<file path="src/rtl/pipelined_functional_unit_if.sv">
// Issue and wakeup signal bundle for pipelined_functional_unit.
// master: issue/consumer side, slave: the functional unit.
`timescale 1ns/1ps
interface pipelined_functional_unit_if #(
    parameter int unsigned DATA_WIDTH = 32,
    parameter int unsigned TAG_WIDTH  = 6,
    parameter int unsigned ROB_WIDTH  = 6
);
    logic                  write_enable;
    logic [3:0]            ALUControl;
    logic                  ALUSrc;
    logic                  is_for_lsq;
    logic [DATA_WIDTH-1:0] imm;
    logic [DATA_WIDTH-1:0] rs1_value;
    logic [DATA_WIDTH-1:0] rs2_value;
    logic [TAG_WIDTH-1:0]  tag_to_output;
    logic [ROB_WIDTH-1:0]  rob_index;
    logic                  is_available;
    logic                  wakeup_active;
    logic                  wakeup_ready;
    logic [ROB_WIDTH-1:0]  wakeup_rob_index;
    logic [TAG_WIDTH-1:0]  wakeup_tag;
    logic [DATA_WIDTH-1:0] wakeup_value;
    logic                  lsq_wakeup_active;
    logic                  lsq_wakeup_ready;
    logic [ROB_WIDTH-1:0]  lsq_wakeup_rob_index;
    logic [DATA_WIDTH-1:0] lsq_wakeup_value;

    modport master (
        output write_enable, ALUControl, ALUSrc, is_for_lsq, imm, rs1_value, rs2_value,
               tag_to_output, rob_index, wakeup_ready, lsq_wakeup_ready,
        input  is_available, wakeup_active, wakeup_rob_index, wakeup_tag, wakeup_value,
               lsq_wakeup_active, lsq_wakeup_rob_index, lsq_wakeup_value
    );

    modport slave (
        input  write_enable, ALUControl, ALUSrc, is_for_lsq, imm, rs1_value, rs2_value,
               tag_to_output, rob_index, wakeup_ready, lsq_wakeup_ready,
        output is_available, wakeup_active, wakeup_rob_index, wakeup_tag, wakeup_value,
               lsq_wakeup_active, lsq_wakeup_rob_index, lsq_wakeup_value
    );
endinterface

</file>
<file path="src/rtl/pipelined_functional_unit.sv">
// Pipelined ALU: LATENCY-cycle compute, credit-guarded result FIFO, RS/ROB or LSQ wakeup.
// Optional macro FU_FLUSH_EN adds a flush input that kills all pipeline and buffered work.
`timescale 1ns/1ps
module pipelined_functional_unit #(
    parameter int unsigned DATA_WIDTH  = 32,
    parameter int unsigned TAG_WIDTH   = 6,
    parameter int unsigned ROB_WIDTH   = 6,
    parameter int unsigned LATENCY     = 2,
    parameter int unsigned QUEUE_DEPTH = 4
) (
    input logic clk,
    input logic reset,
`ifdef FU_FLUSH_EN
    input logic flush,
`endif
    pipelined_functional_unit_if.slave bus
);
    localparam int unsigned STAGES = LATENCY - 1;
    localparam int unsigned SHW    = $clog2(DATA_WIDTH);
    localparam int unsigned CNTW   = $clog2(QUEUE_DEPTH + 1);
    localparam int unsigned OCCW   = $clog2(QUEUE_DEPTH + LATENCY + 1);

    typedef struct packed {
        logic                  lsq;
        logic [ROB_WIDTH-1:0]  rob;
        logic [TAG_WIDTH-1:0]  tag;
        logic [DATA_WIDTH-1:0] value;
    } entry_t;

    function automatic logic [DATA_WIDTH-1:0] alu_result(input logic [3:0] op,
                                                         input logic [DATA_WIDTH-1:0] a,
                                                         input logic [DATA_WIDTH-1:0] b);
        logic [SHW-1:0]        shamt;
        logic [DATA_WIDTH-1:0] r;
        shamt = b[SHW-1:0];
        r = '0;
        case (op)
            4'b0001: r = a | b;
            4'b0010: r = a + b;
            4'b0011: r = a & b;
            4'b0100: r = a ^ b;
            4'b0110: r = a - b;
            4'b0111: r[0] = $signed(a) < $signed(b);
            4'b1000: r = a << shamt;
            4'b1001: r = a >> shamt;
            4'b1010: r = $unsigned($signed(a) >>> shamt);
            4'b1011: r[0] = a < b;
            4'b1100: r = b;
            default: r = '0;
        endcase
        return r;
    endfunction

    entry_t            pipe_q       [STAGES];
    entry_t            pipe_d       [STAGES];
    logic              pipe_valid_q [STAGES];
    logic              pipe_valid_d [STAGES];
    entry_t            buf_q        [QUEUE_DEPTH];
    entry_t            buf_d        [QUEUE_DEPTH];
    logic [CNTW-1:0]   count_q, count_d;
    logic [OCCW-1:0]   occupancy;
    logic              avail, accept, is_nop, nop_write, exit_valid, head_valid, pop;
    entry_t            issue_entry, head;
    int unsigned       wr_idx;

    always_comb begin
        occupancy = OCCW'(count_q);
        for (int unsigned i = 0; i < STAGES; i++) occupancy = occupancy + OCCW'(pipe_valid_q[i]);
        // Credit counts only registered state, so a same-edge pop never frees a slot early.
        avail      = occupancy < OCCW'(QUEUE_DEPTH);
        accept     = bus.write_enable && avail;
        is_nop     = bus.ALUControl == 4'b0000;
        nop_write  = accept && is_nop;
        exit_valid = pipe_valid_q[STAGES-1];
        head       = buf_q[0];
        head_valid = count_q != '0;
        pop        = head_valid && (head.lsq ? bus.lsq_wakeup_ready : bus.wakeup_ready);

        issue_entry.lsq   = bus.is_for_lsq;
        issue_entry.rob   = bus.rob_index;
        issue_entry.tag   = bus.tag_to_output;
        issue_entry.value = alu_result(bus.ALUControl, bus.rs1_value,
                                       bus.ALUSrc ? bus.imm : bus.rs2_value);

        pipe_d[0]       = issue_entry;
        pipe_valid_d[0] = accept && !is_nop;
        for (int unsigned i = 1; i < STAGES; i++) begin
            pipe_d[i]       = pipe_q[i-1];
            pipe_valid_d[i] = pipe_valid_q[i-1];
        end

        // Buffer is kept compacted at index 0: pop shifts down, then up to two appends.
        buf_d = buf_q;
        if (pop) begin
            for (int unsigned i = 0; i + 1 < QUEUE_DEPTH; i++) buf_d[i] = buf_q[i+1];
            buf_d[QUEUE_DEPTH-1] = '0;
        end
        wr_idx = 32'(count_q) - (pop ? 32'd1 : 32'd0);
        for (int unsigned i = 0; i < QUEUE_DEPTH; i++) begin
            if (exit_valid && i == wr_idx) buf_d[i] = pipe_q[STAGES-1];
            if (nop_write && i == wr_idx + (exit_valid ? 32'd1 : 32'd0)) buf_d[i] = issue_entry;
        end
        count_d = CNTW'(wr_idx + (exit_valid ? 32'd1 : 32'd0) + (nop_write ? 32'd1 : 32'd0));

`ifdef FU_FLUSH_EN
        if (flush) begin
            for (int unsigned i = 0; i < STAGES; i++) pipe_valid_d[i] = 1'b0;
            count_d = '0;
        end
`endif

        bus.is_available         = avail;
        bus.wakeup_active        = head_valid && !head.lsq;
        bus.wakeup_rob_index     = bus.wakeup_active ? head.rob : '0;
        bus.wakeup_tag           = bus.wakeup_active ? head.tag : '0;
        bus.wakeup_value         = bus.wakeup_active ? head.value : '0;
        bus.lsq_wakeup_active    = head_valid && head.lsq;
        bus.lsq_wakeup_rob_index = bus.lsq_wakeup_active ? head.rob : '0;
        bus.lsq_wakeup_value     = bus.lsq_wakeup_active ? head.value : '0;
    end

    always_ff @(posedge clk or negedge reset) begin
        if (!reset) begin
            count_q <= '0;
            for (int unsigned i = 0; i < STAGES; i++) begin
                pipe_valid_q[i] <= 1'b0;
                pipe_q[i]       <= '0;
            end
            for (int unsigned i = 0; i < QUEUE_DEPTH; i++) buf_q[i] <= '0;
        end else begin
            count_q      <= count_d;
            pipe_valid_q <= pipe_valid_d;
            pipe_q       <= pipe_d;
            buf_q        <= buf_d;
        end
    end
endmodule

</file>
<file path="src/flat_wrapper.sv">
// flat-port wrapper written by rule: the top's interface ports become plain ports
module pipelined_functional_unit_flat 
#(
    parameter int unsigned DATA_WIDTH  = 32,
    parameter int unsigned TAG_WIDTH   = 6,
    parameter int unsigned ROB_WIDTH   = 6,
    parameter int unsigned LATENCY     = 2,
    parameter int unsigned QUEUE_DEPTH = 4
)
  (clk, reset, bus_write_enable, bus_ALUControl, bus_ALUSrc, bus_is_for_lsq, bus_imm, bus_rs1_value, bus_rs2_value, bus_tag_to_output, bus_rob_index, bus_wakeup_ready, bus_lsq_wakeup_ready, bus_is_available, bus_wakeup_active, bus_wakeup_rob_index, bus_wakeup_tag, bus_wakeup_value, bus_lsq_wakeup_active, bus_lsq_wakeup_rob_index, bus_lsq_wakeup_value);
  pipelined_functional_unit_if #(.DATA_WIDTH(DATA_WIDTH), .TAG_WIDTH(TAG_WIDTH), .ROB_WIDTH(ROB_WIDTH)) bus_i ();
  input logic clk;
  input logic reset;
  input wire logic [$bits(bus_i.write_enable)-1:0] bus_write_enable;
  input wire logic [$bits(bus_i.ALUControl)-1:0] bus_ALUControl;
  input wire logic [$bits(bus_i.ALUSrc)-1:0] bus_ALUSrc;
  input wire logic [$bits(bus_i.is_for_lsq)-1:0] bus_is_for_lsq;
  input wire logic [$bits(bus_i.imm)-1:0] bus_imm;
  input wire logic [$bits(bus_i.rs1_value)-1:0] bus_rs1_value;
  input wire logic [$bits(bus_i.rs2_value)-1:0] bus_rs2_value;
  input wire logic [$bits(bus_i.tag_to_output)-1:0] bus_tag_to_output;
  input wire logic [$bits(bus_i.rob_index)-1:0] bus_rob_index;
  input wire logic [$bits(bus_i.wakeup_ready)-1:0] bus_wakeup_ready;
  input wire logic [$bits(bus_i.lsq_wakeup_ready)-1:0] bus_lsq_wakeup_ready;
  output wire logic [$bits(bus_i.is_available)-1:0] bus_is_available;
  output wire logic [$bits(bus_i.wakeup_active)-1:0] bus_wakeup_active;
  output wire logic [$bits(bus_i.wakeup_rob_index)-1:0] bus_wakeup_rob_index;
  output wire logic [$bits(bus_i.wakeup_tag)-1:0] bus_wakeup_tag;
  output wire logic [$bits(bus_i.wakeup_value)-1:0] bus_wakeup_value;
  output wire logic [$bits(bus_i.lsq_wakeup_active)-1:0] bus_lsq_wakeup_active;
  output wire logic [$bits(bus_i.lsq_wakeup_rob_index)-1:0] bus_lsq_wakeup_rob_index;
  output wire logic [$bits(bus_i.lsq_wakeup_value)-1:0] bus_lsq_wakeup_value;
  assign bus_i.write_enable = bus_write_enable;
  assign bus_i.ALUControl = bus_ALUControl;
  assign bus_i.ALUSrc = bus_ALUSrc;
  assign bus_i.is_for_lsq = bus_is_for_lsq;
  assign bus_i.imm = bus_imm;
  assign bus_i.rs1_value = bus_rs1_value;
  assign bus_i.rs2_value = bus_rs2_value;
  assign bus_i.tag_to_output = bus_tag_to_output;
  assign bus_i.rob_index = bus_rob_index;
  assign bus_i.wakeup_ready = bus_wakeup_ready;
  assign bus_i.lsq_wakeup_ready = bus_lsq_wakeup_ready;
  assign bus_is_available = bus_i.is_available;
  assign bus_wakeup_active = bus_i.wakeup_active;
  assign bus_wakeup_rob_index = bus_i.wakeup_rob_index;
  assign bus_wakeup_tag = bus_i.wakeup_tag;
  assign bus_wakeup_value = bus_i.wakeup_value;
  assign bus_lsq_wakeup_active = bus_i.lsq_wakeup_active;
  assign bus_lsq_wakeup_rob_index = bus_i.lsq_wakeup_rob_index;
  assign bus_lsq_wakeup_value = bus_i.lsq_wakeup_value;
  pipelined_functional_unit #(.DATA_WIDTH(DATA_WIDTH), .TAG_WIDTH(TAG_WIDTH), .ROB_WIDTH(ROB_WIDTH), .LATENCY(LATENCY), .QUEUE_DEPTH(QUEUE_DEPTH)) u_core (.clk(clk), .reset(reset), .bus(bus_i));
endmodule
</file>
<file path="config.mk">
export PLATFORM = sky130hd
export DESIGN_NAME = pipelined_functional_unit_flat
export DESIGN_NICKNAME = d
export VERILOG_FILES = /design/src/rtl/pipelined_functional_unit_if.sv /design/src/rtl/pipelined_functional_unit.sv /design/src/flat_wrapper.sv
export SDC_FILE = /design/constraint.sdc
export NUM_CORES = 1
export LEC_CHECK = 0
export CAP_MARGIN = 20
export CORE_AREA = 2 2 198 200
export CTS_CLUSTER_SIZE = 8
export DETAILED_ROUTE_END_ITERATION = 8
export DIE_AREA = 0 0 200 202
export PLACE_DENSITY = 0.81
export SYNTH_ARGS = -nofsm -noshare
export SYNTH_HDL_FRONTEND = slang
export SYNTH_SLANG_ARGS = --single-unit
</file>
<file path="constraint.sdc">
create_clock -name clk -period 4.05 [get_ports clk]
set_input_delay 0.81 -clock clk [delete_from_list [all_inputs] [get_ports clk]]
set_output_delay 0.81 -clock clk [all_outputs]
set_load 0.01 [all_outputs]
</file>
### After elaboration in Yosys (flattened, before gate mapping)

Cells that the tools add are included.

| word-level totals | value |
|---|---|
| output and inout port bits | 85 |
| register bits | 229 |
| bits of input ports | 119 |

| operators by class | value |
|---|---|
| bitwise operators | 3 |
| $lt $le $gt $ge | 3 |
| equality and inequality tests | 17 |
| shift operators | 3 |
| muxes and demuxes | 21 |
| add/sub/neg operators | 6 |
| reduce and logical (&&, ||, !) cells | 24 |

Operator list:

| operator | number |
|---|---|
| $mux 45 | 8 |
| $pmux 31 s9 | 1 |
| $mux 180 | 1 |
| $eq 2x32->1 const A | 4 |
| $mux 32 | 3 |
| $eq 1x32->1 const A | 2 |
| $logic_not 32->1 | 2 |
| $lt 32x32->1 | 2 |
| $add 32x1->32 | 1 |
| $add 32x32->32 | 1 |
| $and 32x32->32 | 1 |
| $or 32x32->32 | 1 |
| $shl 32x5->32 | 1 |
| $shr 32x5->32 | 1 |
| $sshr 32x5->32 | 1 |
| $sub 3x32->32 | 1 |
| $sub 32x32->32 | 1 |
| $xor 32x32->32 | 1 |
| $eq 4x4->1 const B | 5 |
| $mux 6 | 3 |
| $reduce_bool 3->1 | 5 |
| $logic_and 1x1->1 | 14 |
| $eq 4x3->1 const B | 3 |
| $pmux 1 s11 | 1 |
| 8 further kinds | 13 |

### Logic depth before layout (Yosys ltp)

Gate-level depths: netlist (run 1).

| logic depth | value |
|---|---|
| word-level depth | 8 |
| mapped depth | 20 |

### Least setup slack after synthesis (run 1)

Ideal clock, no wire load.

| timing path | value |
|---|---|
| path type | input-to-reg |
| from | input port bus_ALUSrc |
| to | register u_core.pipe_q[30] in the netlist's numbering |
| required time | 3911 ps |
| arrival | 5221 ps |
| setup slack | -1310 ps |
| stages on the path | 14 |
| library setup time | 139 ps |
| cell sequence | buf_4 clkbuf_1 clkbuf_1 buf_1 mux2i_1 ha_1 or3_1 or4_1 o21ai_1 o211ai_1 a211oi_1 mux2i_1 nor2_1 or4_1 |

RTL lines:

| element | line | text |
|---|---|---|
| from (decl) | flat_wrapper.sv:16 | `input wire logic [$bits(bus_i.ALUSrc)-1:0] bus_ALUSrc;` |
| to (signal assigned) | pipelined_functional_unit.sv:133 | `pipe_q <= pipe_d;` |
| to (decl) | pipelined_functional_unit.sv:54 | `entry_t pipe_q [STAGES];` |

==> results of run 1 <==
cells in the mapped netlist, types with 41 or more instances:
cell	n	area [um^2]
dfrtp_1	229	5730
and2_1	94	588
clkbuf_1	152	571
inv_1	109	409
a311oi_1	99	867
a21oi_1	195	976
ha_1	109	1360
nand2_1	392	1470
nand3_1	41	205
mux2i_1	165	1650
o21ai_0	134	671
nor2_1	295	1110
flip-flops by register name, indices dropped and copies added (netlist names):
register           count
u_core.buf_q         180
u_core.count_q         3
u_core.exit_valid      1
u_core.pipe_q         45
worst min-delay path by stage:
stage	slack, ns	to	start
2_1_floorplan	0.44	u_core.buf_q[167]	u_core.buf_q[167]
3_3_place_gp	0.45	u_core.buf_q[167]	u_core.buf_q[167]
3_5_place_dp	0.46	u_core.buf_q[167]	u_core.buf_q[167]
4_1_cts	0.39	u_core.buf_q[168]	reset
5_1_grt	0.42	u_core.buf_q[168]	reset
6_report	0.36	u_core.buf_q[168]	reset
metal layers:
layer,vias to the layer above,global-route usage
li1,10129,-
met1,10995,0.503
met2,1580,0.710
met3,395,0.0631
met4,4,0.301
met5,-,0.00370
kinds of logic (layout without fill, tap and decap cells):
kind of cell,count (synthesis),after routing
xor gates and xnor gates,18,18
AOI/OAI and AO/OA,743,743
muxes,201,201
other,0,4
DFF,229,229
adders and majority gates,111,111
and+or+nand+nor,954,954
buffers and inverters,313,758
final cells by class:
type | instances | share of cell area
diodes | 4 | 0.000379
clock buffers | 36 | 0.0329
clock inverters | 3 | 0.00128
inverters | 111 | 0.0159
multi-input cells | 2027 | 0.511
flip-flops and latches | 229 | 0.217
well taps | 518 | 0.0246
repair buffers | 608 | 0.197
power groups by stage:
stage          sequential, mW  clock, mW  combinational, mW
6_report                 3.22       2.51               4.82
2_1_floorplan            3.04          0               2.78
3_5_place_dp             3.20          0               4.61
4_1_cts                  3.18       2.52               4.70
5_1_grt                  3.25       2.61               5.19
3_3_place_gp             3.15          0               4.46
placed cells by master, fill, tap and decap left out, types with 29 or more instances in the layout:
cell,netlist,final
a21oi_1,195,192
a22o_1,34,34
a311oi_1,99,97
and2_1,94,93
buf_4,5,394
clkbuf_16,0,34
clkdlybuf4s50_1,0,200
dfrtp_1,229,229
ha_1,109,105
inv_1,109,107
mux2i_1,165,156
nand2_1,392,392
nand3_1,41,41
nor2_1,295,292
o211ai_1,29,29
o21ai_0,134,131
o22ai_1,29,29
timing repair:
item,4_1_cts,5_1_grt
endpoints found under the setup margin,6,89
endpoints found under the hold margin,0,0
gates resized for setup,1,20
pin swaps,0,2
setup buffers,0,2
gates cloned,0,0
==> flow_summary.toml, run 1 <==
[outcome]
outcome = "complete, no violations"

[synth]
yosysSeqAreaShare = 0.286
syn_nets = 2799
synth-simple-area-share = 0.210
synth_top_family_by_area = "compound AO/OA/AOI/OAI gates"
ys_ff_latch = 229
syn_area_mm2 = 0.0201
synth_xor_xnor_area_share = 0.00786
synth_edf_count = 0
synth-async-reset-ratio = 1.00
syn_avg_cell_area_um2 = 7.81
synthMuxAreaShare = 0.115
synth_cell_type_count = 75
synth_ff_type = "dfrtp_1"
synthAdderAreaFrac = 0.0700
yosysWarnings = 0
synthCells = 2569
synth-compound-area-share = 0.251

[critical_path]
timing.critical_path.mode_cell = "mux2i_1"
cp_top_family = "buffers and inverters"
startpoint_type = "primary input"
max_stage_delay_ns = 0.61
required_ns = 4.34
slowest_stage = "clkdlybuf4s50_1"
end_kind = "flip-flop"
worstPathCellList = "clkdlybuf4s50_1 > mux2i_4 > buf_4 > inv_2 > buf_4 > buf_4 > mux2i_1 > mux2i_1 > mux2i_1 > mux2i_1 > o22a_1 > nor4_1 > o221ai_1"
r2r-end = "u_core.buf_q[122]"
crit_type = "in -> reg"
worstReg2RegStart = "u_core.count_q[0]"
r2r_slack_ns = 0.11
critPathMaxFanout = 15
critPathCapture = "u_core.pipe_q[18]"
worst-path-stages = 13
r2r.worst_path.cells = 18
crit_start = "bus_imm[2]"
worstPathBufferInverterCount = 5
arrival_ns = 4.28

[timing]
fin_crit_ns = 3.99
finalMaxSlewViolations = 0
whs_ns = 0.362
clock-skew-final_ns = 0.0228
tns_ns = 0
fmax_mhz = 250
layout_setup_ws_ns = 0.0566
worst_pin_slew_ns = 1.16
fin_crit_sh = 0.986
slew_headroom = 0.225
setup_viol = 0
finalHoldViolations = 0

[drt]
route.met2.wl_um = 40800
detail-route-antenna-nets = 0
dr.pass1.iters = 6
wire_per_inst_um = 24.7
drc = 0
vias_per_cell = 6.53
drt_iter0_markers = 2710
routed_wl_um = 87400
maxUsedRoutingLayer = "met5"
wl_met3_um = 7960
via_count = 23103
met1Wirelength_um = 31300

[power]
swShare = 0.398
p_int_mw = 6.35
p_per_area_mw_per_mm2 = 400
power_switching_mw = 4.21
irDropWorstVdd_mv = 0.334
power_frac_clock = 0.238
power.total_mw = 10.6
pwr-share-comb = 0.457
sequentialPowerShare = 0.305
p_leak_nw = 12.2

[place]
dp_hpwl_um = 64400
placed_cells = 3491
place_ws_ns = -0.650
placed_area_mm2 = 0.0253
gp_congestion = 1.04
portBuffers = 203

[cells_and_area]
syn_to_final_growth_pct = 31.5
register_area_mm2 = 0.00573
finish.utilization = 0.689
fin_cells = 3536
final_area_mm2 = 0.0264
n_fill_cell = 2951
multiInputGateArea_mm2 = 0.0135
drive_gt1_frac = 0.186
nets = 3241

[global_route]
grt_overflow = 0
grt_use_total = 0.427
grt_first_pass_wirelength_um = 132000
grt_pass1_vias = 22661
antenna_found_initial = 5
grt_max_degree = 114

[cts]
cts_tree = "done"
cts.clk_slew.worst_paths_ns = 0.05
clock_latency_ns = 0.52
cts_buffers = 34
clock_tree.root_cell = "clkbuf_16"
cts_sinks = 229
cts.path.max_buffers = 3
htree_levels = 2
postCtsHoldBufs = 0

[floorplanning]
design.die.area_mm2 = 0.0404
die_h_um = 202
io_pins = 204
coreArea_mm2 = 0.0383
num_rows = 72
die_w_um = 200
initial_core_util = 0.524

[job]
drv_cap = 0

[min_path]
hold_path.class = "in -> async"
Note: power is estimated with default switching activity, not from simulation.
==> run 2: changes to the inputs <==
Settings changed: SLEW_MARGIN set to 20.
==> flow_summary.toml, run 2 (synthesized netlist as in run 1, its figures left out) <==
[outcome]
outcome = "complete, no violations"

[drt]
drt_iter0_markers = 2633
drc = 0
via_count = 23129
detail-route-antenna-nets = 0
wire_per_inst_um = 24.9
dr.pass1.iters = 6
vias_per_cell = 6.54
routed_wl_um = 87900

[global_route]
antenna_found_initial = 5
grt_first_pass_wirelength_um = 132000
grt_pass1_vias = 22661
grt_max_degree = 114
grt_overflow = 0
grt_use_total = 0.427

[cells_and_area]
n_fill_cell = 2943
layout_commonest_cell = "buf_4"
reg_top3 = "u_core.buf_q: 180 flops, u_core.pipe_q: 45 flops, u_core.count_q: 3 flops"
finish.utilization = 0.690
layout_common_cells = "buf_4 (394), nand2_1 (392), nor2_1 (292)"
largest_reg_flops = 180
nets = 3242
fin_cells = 3537
drive_gt1_frac = 0.186
regMostFlops = "u_core.buf_q"
final_area_mm2 = 0.0264
syn_to_final_growth_pct = 31.6

[floorplanning]
coreArea_mm2 = 0.0383
initial_core_util = 0.524
die_h_um = 202
num_rows = 72
design.die.area_mm2 = 0.0404
io_pins = 204
die_w_um = 200

[power]
sequentialPowerShare = 0.304
swShare = 0.399
pwr-share-comb = 0.458
p_leak_nw = 12.2
power_frac_clock = 0.238
power.total_mw = 10.6
irDropWorstVdd_mv = 0.305
p_per_area_mw_per_mm2 = 401
p_int_mw = 6.37
power_switching_mw = 4.23

[timing]
finalMaxSlewViolations = 0
fmax_mhz = 249
layout_setup_ws_ns = 0.0274
tns_ns = 0
finalHoldViolations = 0
fin_crit_ns = 4.02
whs_ns = 0.352
fin_crit_sh = 0.993
setup_viol = 0
slew_headroom = 0.350
worst_pin_slew_ns = 0.975
clock-skew-final_ns = 0.0230

[cts]
cts_buffers = 34
clock_latency_ns = 0.52
cts_sinks = 229
htree_levels = 2
clock_tree.root_cell = "clkbuf_16"
cts.clk_slew.worst_paths_ns = 0.05
postCtsHoldBufs = 0
cts.path.max_buffers = 3
cts_tree = "done"

[min_path]
hold_path.class = "in -> async"

[place]
placed_area_mm2 = 0.0253
dp_hpwl_um = 64400
gp_congestion = 1.04
portBuffers = 203
place_ws_ns = -0.650
placed_cells = 3491

[critical_path]
arrival_ns = 4.30
critPathMaxFanout = 15
crit_type = "in -> reg"
required_ns = 4.33
startpoint_type = "primary input"
r2r_slack_ns = 0.10
r2r.worst_path.cells = 18
end_kind = "flip-flop"

[job]
drv_cap = 0
run 2: cell types whose count changed in the layout (fill, tap and decap cells not counted), sizes merged:
| cell | before | now |
|---|---|---|
| buf | 408 | 409 |
run 2: final cells by class:
cell class,count,area (um^2),area share
inverters,111,419,0.0159
clock buffers,36,868,0.0329
clock inverters,3,33.8,0.00128
diodes,4,10.0,0.000379
repair buffers,609,5230,0.198
multi-input cells,2027,13500,0.510
flip-flops and latches,229,5730,0.217
well taps,518,648,0.0245
run 2: path summary, 6_finish.rpt:
kind	from	endpoint
max	bus_imm[2]	u_core.pipe_q[18]
min	reset	u_core.buf_q[168]
max reg2reg	u_core.count_q[0]	u_core.buf_q[122]
min reg2reg	u_core.buf_q[81]	u_core.buf_q[81]
max in group asynchronous	reset	u_core.buf_q[18]
min in group clk	u_core.buf_q[81]	u_core.buf_q[81]
run 2: worst max-delay path, cell delays in order:
cell and delay [ns]:
clkdlybuf4s50_1 0.62, mux2i_4 0.13, buf_4 0.16, inv_2 0.06, buf_4 0.16, buf_4 0.25, mux2i_1 0.35, mux2i_1 0.15
mux2i_1 0.28, mux2i_1 0.21, o22a_1 0.24, nor4_1 0.48, o221ai_1 0.39
run 2: timing repair:
item	4_1_cts	5_1_grt
pin swaps	0	2
setup endpoints to repair	6	84
resized for setup	1	20
buffers inserted	0	2
run 2: layer usage:
metal,share of wire,GRT usage,wire length (um),vias to the layer above
li1,-,-,-,10136
met1,0.36,0.503,31600,10992
met2,0.47,0.710,41000,1608
met3,0.092,0.0631,8070,389
met4,0.082,0.301,7220,4
met5,0.00032,0.00370,28,-
run 2: power groups by stage:
stage / clock (mW) / combinational [mW] / sequential [mW]
after floorplan: 0 / 2.78 / 3.04
after global placement: 0 / 4.46 / 3.15
after detailed placement: 0 / 4.61 / 3.20
after CTS: 2.52 / 4.70 / 3.18
after global routing: 2.61 / 5.21 / 3.25
final: 2.52 / 4.85 / 3.22
